File: src/rtl/acc_seq_ctrl.sv
// acc_seq_ctrl: sequencer for one output-stationary accumulator of the
// 16-bit binary-parallel PE. It counts i_len operand beats, emits an
// accumulator enable and a first-beat clear-select delayed by PIPE_LAT to
// line up with the MAC output, waits for the pipeline to drain and then holds
// the result under a valid/ready handshake.
//
// Ports
//   clk          clock, rising edge
//   rst          synchronous reset, active-high
//   i_start      start a reduction (honoured only when idle)
//   i_len        number of beats, latched on an accepted start
//   i_valid      upstream operand beat valid
//   o_ready      controller accepting operand beats
//   o_acc_en     accumulator enable, aligned to MAC output
//   o_acc_clr    zero the feedback operand (first beat), aligned with o_acc_en
//   o_out_valid  accumulator holds the final result
//   i_out_ready  downstream consumes the result
//   o_done       one-cycle pulse after the result handshake
//   o_busy       controller not idle
//   o_cnt        beats accepted in the current reduction
module acc_seq_ctrl #(
    parameter int unsigned CNT_WIDTH = 16,
    parameter int unsigned PIPE_LAT  = 1
) (
    input  logic                 clk,
    input  logic                 rst,
    input  logic                 i_start,
    input  logic [CNT_WIDTH-1:0] i_len,
    input  logic                 i_valid,
    output logic                 o_ready,
    output logic                 o_acc_en,
    output logic                 o_acc_clr,
    output logic                 o_out_valid,
    input  logic                 i_out_ready,
    output logic                 o_done,
    output logic                 o_busy,
    output logic [CNT_WIDTH-1:0] o_cnt
);

    // Drain counter only needs to reach PIPE_LAT-1.
    localparam int unsigned DRAIN_W = (PIPE_LAT > 1) ? $clog2(PIPE_LAT) : 1;

    typedef enum logic [1:0] {
        S_IDLE  = 2'd0,
        S_ACC   = 2'd1,
        S_DRAIN = 2'd2,
        S_OUT   = 2'd3
    } state_e;

    state_e               state_q, state_d;
    logic [CNT_WIDTH-1:0] len_q, len_d;
    logic [CNT_WIDTH-1:0] cnt_q, cnt_d;
    logic [DRAIN_W-1:0]   drain_q, drain_d;
    logic [PIPE_LAT-1:0]  en_pipe_q;
    logic [PIPE_LAT-1:0]  clr_pipe_q;

    logic ready_q, ready_d;
    logic out_valid_q, out_valid_d;
    logic done_q, done_d;
    logic busy_q, busy_d;

    logic beat_c;
    logic first_c;
    logic last_beat_c;
    logic drain_end_c;
    logic start_ok_c;
    logic handshake_c;

    // Event decode shared by the FSM, counters and delay line.
    assign beat_c      = i_valid && (state_q == S_ACC);
    assign first_c     = beat_c && (cnt_q == '0);
    assign last_beat_c = beat_c && (cnt_q == (len_q - CNT_WIDTH'(1)));
    assign drain_end_c = (drain_q == DRAIN_W'(PIPE_LAT - 1));
    assign start_ok_c  = i_start && (i_len != '0);
    assign handshake_c = (state_q == S_OUT) && i_out_ready;

    // State register.
    always_ff @(posedge clk) begin
        if (rst) begin
            state_q <= S_IDLE;
        end else begin
            state_q <= state_d;
        end
    end

    // Next-state logic.
    always_comb begin
        state_d = state_q;
        case (state_q)
            S_IDLE: begin
                if (start_ok_c) begin
                    state_d = S_ACC;
                end
            end
            S_ACC: begin
                if (last_beat_c) begin
                    state_d = S_DRAIN;
                end
            end
            S_DRAIN: begin
                if (drain_end_c) begin
                    state_d = S_OUT;
                end
            end
            S_OUT: begin
                if (i_out_ready) begin
                    state_d = S_IDLE;
                end
            end
            default: state_d = S_IDLE;
        endcase
    end

    // Output decode from the next state so every output leaves a flop.
    always_comb begin
        ready_d     = 1'b0;
        out_valid_d = 1'b0;
        busy_d      = 1'b0;
        done_d      = handshake_c;
        case (state_d)
            S_ACC: begin
                ready_d = 1'b1;
                busy_d  = 1'b1;
            end
            S_DRAIN: begin
                busy_d = 1'b1;
            end
            S_OUT: begin
                out_valid_d = 1'b1;
                busy_d      = 1'b1;
            end
            default: begin
                busy_d = 1'b0;
            end
        endcase
    end

    // Output registers.
    always_ff @(posedge clk) begin
        if (rst) begin
            ready_q     <= 1'b0;
            out_valid_q <= 1'b0;
            done_q      <= 1'b0;
            busy_q      <= 1'b0;
        end else begin
            ready_q     <= ready_d;
            out_valid_q <= out_valid_d;
            done_q      <= done_d;
            busy_q      <= busy_d;
        end
    end

    // Length latch, beat counter and drain counter next-state.
    always_comb begin
        len_d   = len_q;
        cnt_d   = cnt_q;
        drain_d = drain_q;
        if ((state_q == S_IDLE) && start_ok_c) begin
            len_d = i_len;
            cnt_d = '0;
        end
        if (beat_c) begin
            cnt_d = cnt_q + CNT_WIDTH'(1);
        end
        // Drain counter self-clears on exit so it starts at zero next time.
        if (state_q == S_DRAIN) begin
            drain_d = drain_end_c ? '0 : (drain_q + DRAIN_W'(1));
        end
    end

    always_ff @(posedge clk) begin
        if (rst) begin
            len_q   <= '0;
            cnt_q   <= '0;
            drain_q <= '0;
        end else begin
            len_q   <= len_d;
            cnt_q   <= cnt_d;
            drain_q <= drain_d;
        end
    end

    // Beat / first-beat delay line matching the MAC pipeline depth.
    generate
        if (PIPE_LAT == 1) begin : g_pipe_one
            always_ff @(posedge clk) begin
                if (rst) begin
                    en_pipe_q  <= '0;
                    clr_pipe_q <= '0;
                end else begin
                    en_pipe_q  <= beat_c;
                    clr_pipe_q <= first_c;
                end
            end
        end else begin : g_pipe_multi
            always_ff @(posedge clk) begin
                if (rst) begin
                    en_pipe_q  <= '0;
                    clr_pipe_q <= '0;
                end else begin
                    en_pipe_q  <= {en_pipe_q[PIPE_LAT-2:0], beat_c};
                    clr_pipe_q <= {clr_pipe_q[PIPE_LAT-2:0], first_c};
                end
            end
        end
    endgenerate

    assign o_ready     = ready_q;
    assign o_acc_en    = en_pipe_q[PIPE_LAT-1];
    assign o_acc_clr   = clr_pipe_q[PIPE_LAT-1];
    assign o_out_valid = out_valid_q;
    assign o_done      = done_q;
    assign o_busy      = busy_q;
    assign o_cnt       = cnt_q;

endmodule

File: config.mk
export PLATFORM = sky130hd
export DESIGN_NAME = acc_seq_ctrl
export DESIGN_NICKNAME = d
export VERILOG_FILES = /design/src/rtl/acc_seq_ctrl.sv
export SDC_FILE = /design/constraint.sdc
export NUM_CORES = 1
export LEC_CHECK = 0
export CAP_MARGIN = 20
export CORE_MARGIN = 5
export CORE_UTILIZATION = 47
export CTS_CLUSTER_SIZE = 28
export DETAILED_ROUTE_END_ITERATION = 10
export MAX_ROUTING_LAYER = met4
export PLACE_DENSITY = 0.76
export SETUP_SLACK_MARGIN = 0.2
export SLEW_MARGIN = 20
export SYNTH_ARGS = -nofsm -noshare
export SYNTH_HDL_FRONTEND = slang
export SYNTH_SLANG_ARGS = --single-unit
File: constraint.sdc
create_clock -name clk -period 2.7 [get_ports clk]
set_clock_uncertainty 0.2 [all_clocks]
set_input_delay 0.54 -clock clk [delete_from_list [all_inputs] [get_ports clk]]
set_output_delay 0.54 -clock clk [all_outputs]
set_load 0.01 [all_outputs]
==> results of run 1 <==
[metrics by stage]
step	power (µW)	setup TNS, ps	cells	setup slack [ps]
final	1490	0	405	117
after global routing	1560	0	405	51.1
after CTS	1490	0	405	149
after detailed placement	987	-436	394	-139
after global placement	977	-72.2	394	-52.1
after floorplan	857	0	273	206
[how the worst max path moves through the flow]
| stage | start | end | slack [ps] |
|---|---|---|---|
| 6_report | len_q[8] | state_q[0] | 120 |
| 5_1_grt | len_q[8] | state_q[1] | 50 |
| 4_1_cts | len_q[0] | state_q[0] | 150 |
| 3_5_place_dp | i_valid | state_q[0] | -140 |
| 3_3_place_gp | i_valid | state_q[0] | -50 |
| 2_1_floorplan | len_q[0] | state_q[0] | 210 |
[area by class of cell]
cell class	count	share of cell area
clock inverters	2	0.0111
repair buffers	73	0.208
flip-flops and latches	40	0.256
inverters	7	0.00913
multi-input cells	210	0.465
clock buffers	6	0.0230
well taps	67	0.0266
[synth_stat cells (2+ instances only)]
cell	instances	area (µm²)
and3b_1	2	17.5
a21o_1	3	22.5
a211oi_1	3	22.5
nor3_1	9	45.0
a311oi_1	4	35.0
o21ai_0	5	25.0
and3_1	4	25.0
or4_1	3	22.5
inv_1	7	26.3
a31oi_1	5	31.3
nor3b_1	2	15.0
nor2_1	40	150
nand4_1	2	12.5
mux2i_1	17	170
nand3b_1	3	22.5
ha_1	3	37.5
or2_2	2	12.5
nand2_1	16	60.1
nand3_1	15	75.1
o21ba_1	2	20.0
or3_1	3	18.8
clkbuf_1	13	48.8
nor4_1	8	50.1
mux2_1	2	22.5
o211ai_1	5	37.5
buf_6	2	22.5
dfxtp_1	40	801
a21oi_1	9	45.0
xor2_1	7	61.3
xnor2_1	14	123
[sequential cells by signal, indices dropped and copies added, names as in the netlist]
name         count
len_q           16
o_cnt           16
state_q          2
o_acc_clr        1
o_acc_en         1
o_busy           1
o_done           1
o_out_valid      1
o_ready          1
[layout by cell type (no fill, tap or decap), types with 2 or more instances in the layout]
cell type,instances
nor4_1,5
buf_4,30
clkdlybuf4s50_1,42
a21oi_1,9
a31oi_1,5
mux2_1,2
clkbuf_8,5
nand3b_1,3
nor3_1,9
and3b_1,2
inv_1,5
a21o_1,3
o21ba_1,2
o21ai_0,5
or4_4,3
xor2_1,7
ha_1,2
nand2_1,16
or2_2,2
dfxtp_2,2
nor3b_1,2
or3_1,2
nor2_1,38
nor4_2,2
nand4_1,2
dfxtp_1,37
mux2i_1,17
xnor2_1,14
a211oi_1,3
o211ai_1,5
a311oi_1,4
nand3_1,15
and3_1,4
[logic make-up (layout without fill, tap and decap cells)]
kind of cell / after synthesis / in the layout / share of synthesized area
DFF: 40 / 40 / 0.348
adders and majority gates: 3 / 3 / 0.0163
AOI/OAI and AO/OA: 46 / 46 / 0.151
and+or+nand+nor: 120 / 120 / 0.271
muxes: 20 / 20 / 0.0886
xor gates and xnor gates: 21 / 21 / 0.0799
buffers and inverters: 23 / 88 / 0.0457
[power groups by stage]
stage,sequential (µW),clock (µW),combinational [µW]
CTS,639,496,355
global route,644,525,391
global placement,653,0,324
detailed placement,654,0,333
floorplan,651,0,206
finish,641,483,364
[critical path: cells and delay by family (launching register included)]
kind	cells	cell delay (ps)
AO/OA/AOI/OAI	4	980
flip-flops	1	330
AND/OR/NAND/NOR	2	960
[per-layer routing]
metal | vias up | GRT usage
li1 | 1118 | -
met1 | 1106 | 0.252
met2 | 60 | 0.369
met3 | 6 | 0.0429
met4 | 0 | 0.0760
met5 | - | -
[timing repair]
action,in CTS,in global routing
endpoints found under the setup margin,3,8
resized for setup,7,9
buffers inserted,3,0
pin swaps,8,2
==> reports/results.ini, run 1 <==
[routing]
routed_wirelength_mm = 6.36
vias = 2290
highest_layer = met4
dr.pass1.iters = 5
route.detailed.wl_per_inst_um = 15.7
drc = 0
drtAntennaViolNets = 0
dr_wl_met3_um = 327
met1_length_mm = 2.75
drtIter0Drc = 140
met2_length_mm = 3.20
viasPerCell = 5.65

[timing]
holdWs_ps = 321
worst_slew_pin_slew_ps = 715
final.min_clock_period_ps = 2580
relSlewSlack = 0.522
setup_viol = 0
rsz0062_at_grt = yes
report.final.hold_viol_count = 0
slew_violations = 0
fin_crit_sh = 0.957
fmax_mhz = 387

[synth]
syn_nets = 297
synth_area_per_cell_um2 = 8.43
synth_cells = 273
synthFlopType = dfxtp_1
synth_edf_count = 0
synth_area_um2 = 2300
yosys_register_bits = 40
yosys_warnings = 0
yosysSeqAreaShare = 0.348
async_reset_ff_frac = 0
synth.distinct_cells = 53

[finish]
fillers = 412
antennaDiodeCount = 0
seqCellArea_um2 = 807
multi_input_area_um2 = 1470
syn2layout_area_growth_pct = 36.8
design_area_um2 = 3150
drive_gt1_frac = 0.180
post-route-util = 0.663
nets = 361

[clocking]
ctsHtreeMaxLevel = 2
tritoncts = done
cts_hold_buf = 0
clk_latency_ps = 290
ctsRootBufferMaster = clkbuf_8
path_clk_slew_ps = 80
cts.sinks = 40
cts_buffers = 5
clk_path_buf_depth = 2

[worst_setup_path]
cpPeakStageDelay_ps = 560
r2r_end = state_q[0]
path_cells = or4_4 > or3_4 > a2111o_1 > a32o_2 > a2111oi_4 > o31ai_1
cpMaxStageDelayCell = or4_4
required_ps = 2680
path_max_fanout = 3
r2r_start = len_q[8]
reg2regPathDepth = 6
worst_setup_path_start_kind = flip-flop
critPathCaptureType = flip-flop
crit_type = flip-flop to flip-flop
ff2ff_setup_slack_ps = 120
cp_data_arrival_time_ps = 2560

[floorplan]
rows = 25
start_util = 0.484
die_h_um = 80.0
dieWidth_um = 80.0
boundaryPins = 43
fp.dieArea_um2 = 6400
core_um2 = 4750

[power]
intPower_uw = 1070
switching_power_uw = 415
vdd_drop_max_v = 0.000390
power_frac_clock = 0.325
powerDensity_nw_per_um2 = 473
p_leak_uw = 0.00124
p_seq_frac = 0.431
p_sw_frac = 0.279
power_frac_comb = 0.245

[worst_hold_path]
hp-start = len_q[15]
min_path_cells = 2
hold_end = len_q[15]
hold_class = flip-flop to flip-flop

[global_route]
grt_pass1_vias = 2259
grt_pass1_wl_mm = 10.6
antenna_found_initial = 0
grt_max_degree = 20
track_usage = 0.216
gr-total-overflow = 0

[flow_run]
maxCapViolations = 0

[outcome]
status = finished, final reports clean

[placed_design]
place_congestion = 0.853
place_hpwl_mm = 4.74
placed_area_um2 = 2950
numPortBuffers = 42

No activity file was read; power rests on OpenSTA's default activity.
==> inputs of run 2 (changes only) <==
==> constraint.sdc (replaced) <==
create_clock -name clk -period 2.7 [get_ports clk]
set_clock_uncertainty 0.2 [all_clocks]
set_input_delay 0.675 -clock clk [delete_from_list [all_inputs] [get_ports clk]]
set_output_delay 0.675 -clock clk [all_outputs]
set_load 0.01 [all_outputs]
==> run 2 against run 1 <==
Net effect:
- non-clock buffer count grew 7
- critical path depth grew 2
- cell count grew 1.5%
- sequential cell count is the same
- die area is the same
- sequential power is essentially flat
- core utilization grew 3.4 points
- routed wire length grew 4.1%
==> reports/results.ini, run 2 (synthesized netlist as in run 1, its figures left out) <==
[power]
p_leak_uw = 0.00134
powerDensity_nw_per_um2 = 490
power_uw = 1620
vdd_drop_max_v = 0.000350

[finish]
fillers = 363
drive_gt1_frac = 0.218
layout_common_cells = nor2_1, clkdlybuf4s50_1, dfxtp_1, buf_4, mux2i_1
syn2layout_area_growth_pct = 43.9
design_area_um2 = 3310
final_cells = 411
nets = 368
antennaDiodeCount = 0

[timing]
rsz0062_at_grt = yes
slew_violations = 0
report.final.hold_viol_count = 0
worst_slew_pin_slew_ps = 522
setup_viol = 0
fmax_mhz = 394
final.min_clock_period_ps = 2540
relSlewSlack = 0.651
fin_crit_sh = 0.941

[placed_design]
numPortBuffers = 42
placed_area_um2 = 3000
dp_cells = 400
place_congestion = 0.856
place_hpwl_mm = 4.64

[worst_hold_path]
hold_class = flip-flop to flip-flop
hold_end = o_done
min_path_cells = 2
hp-start = state_q[0]

[worst_setup_path]
worst_setup_path_start_kind = flip-flop
ff2ff_setup_slack_ps = 160
r2r_start = len_q[1]
required_ps = 2750
path_max_fanout = 3
crit_type = flip-flop to flip-flop
r2r_end = state_q[1]
cp_data_arrival_time_ps = 2590
critPathCaptureType = flip-flop
reg2regPathDepth = 8

[clocking]
tritoncts = done
path_clk_slew_ps = 80
ctsHtreeMaxLevel = 2
clk_path_buf_depth = 2
cts.sinks = 40
ctsRootBufferMaster = clkbuf_8
clk_latency_ps = 300
cts_buffers = 5

[routing]
drc = 0
drtIter0Drc = 195
dr.pass1.iters = 4
viasPerCell = 5.74
vias = 2359
drtAntennaViolNets = 0
routed_wirelength_mm = 6.62
route.detailed.wl_per_inst_um = 16.1

[global_route]
use_met2 = 0.369
grt_pass1_wl_mm = 10.5
antenna_found_initial = 0
busiest_layer = met2
track_usage = 0.217
grt_pass1_vias = 2170
gr-total-overflow = 0
grt_max_degree = 15
met1_usage = 0.259
grtUsageMet3 = 0.0372

[floorplan]
start_util = 0.484
dieWidth_um = 80.0
rows = 25
core_um2 = 4750
fp.dieArea_um2 = 6400
boundaryPins = 43
die_h_um = 80.0

[flow_run]
maxCapViolations = 0

[outcome]
status = finished, final reports clean

## run 2: layout make-up
| cell class | instances | area, µm² | share of cell area |
|---|---|---|---|
| Multi-Input combinational cell | 210 | 1520 | 0.458 |
| Clock buffer | 5 | 68.8 | 0.0208 |
| Inverter | 7 | 26.3 | 0.00793 |
| Clock inverter | 2 | 60.1 | 0.0181 |
| Timing Repair Buffer | 80 | 753 | 0.227 |
| Tap cell | 67 | 83.8 | 0.0253 |
| Sequential cell | 40 | 803 | 0.242 |
## run 2: timing repair
| item | 4_1_cts | 5_1_grt |
|---|---|---|
| hold buffers | 0 | 0 |
| setup endpoints to repair | 27 | 28 |
| cloned | 0 | 1 |
| pin swaps | 11 | 5 |
| gates resized for setup | 21 | 12 |
| setup buffers | 3 | 0 |
## run 2: report_power, final
| part | leakage (µW) | switching (µW) | total, µW | internal, µW |
|---|---|---|---|---|
| combinational | 0.000946 | 193 | 403 | 210 |
| clock | 0.0000642 | 214 | 578 | 364 |
| sequential | 0.000327 | 28.3 | 642 | 614 |
| total | 0.00134 | 435 | 1620 | 1190 |
## run 2: worst max path at each step
stage,start,to,slack (ps),cells past startpoint
after floorplan,len_q[8],state_q[0],190,7
after global placement,i_valid,o_cnt[15],-170,8
after detailed placement,i_len[11],o_cnt[5],-220,8
after CTS,len_q[1],state_q[1],120,8
after global routing,len_q[3],o_ready,40,7
final,len_q[1],state_q[1],160,8
## run 2: layer usage
metal,up-vias,part of all wire
li1,1132,-
met5,-,0
met4,0,0.016
met2,91,0.49
met1,1124,0.43
met3,12,0.056
## run 2: metrics by stage
stage	util	TNS, ps	setup WS [ps]	hold WS, ps
after floorplan	-	0	192	282
after global placement	0.632	-2100	-166	300
after detailed placement	0.632	-4360	-223	313
after CTS	0.680	0	116	331
after global routing	0.697	0	44.9	354
final	0.697	0	159	336
## run 2: critical path, cell delays in order (launching register included)
cell and delay, ps:
dfxtp_2 330, inv_2 60, ha_4 130, or4b_4 530
nor2_4 110, xnor2_1 70, or4_4 520, a2111oi_4 390
o21ba_1 160
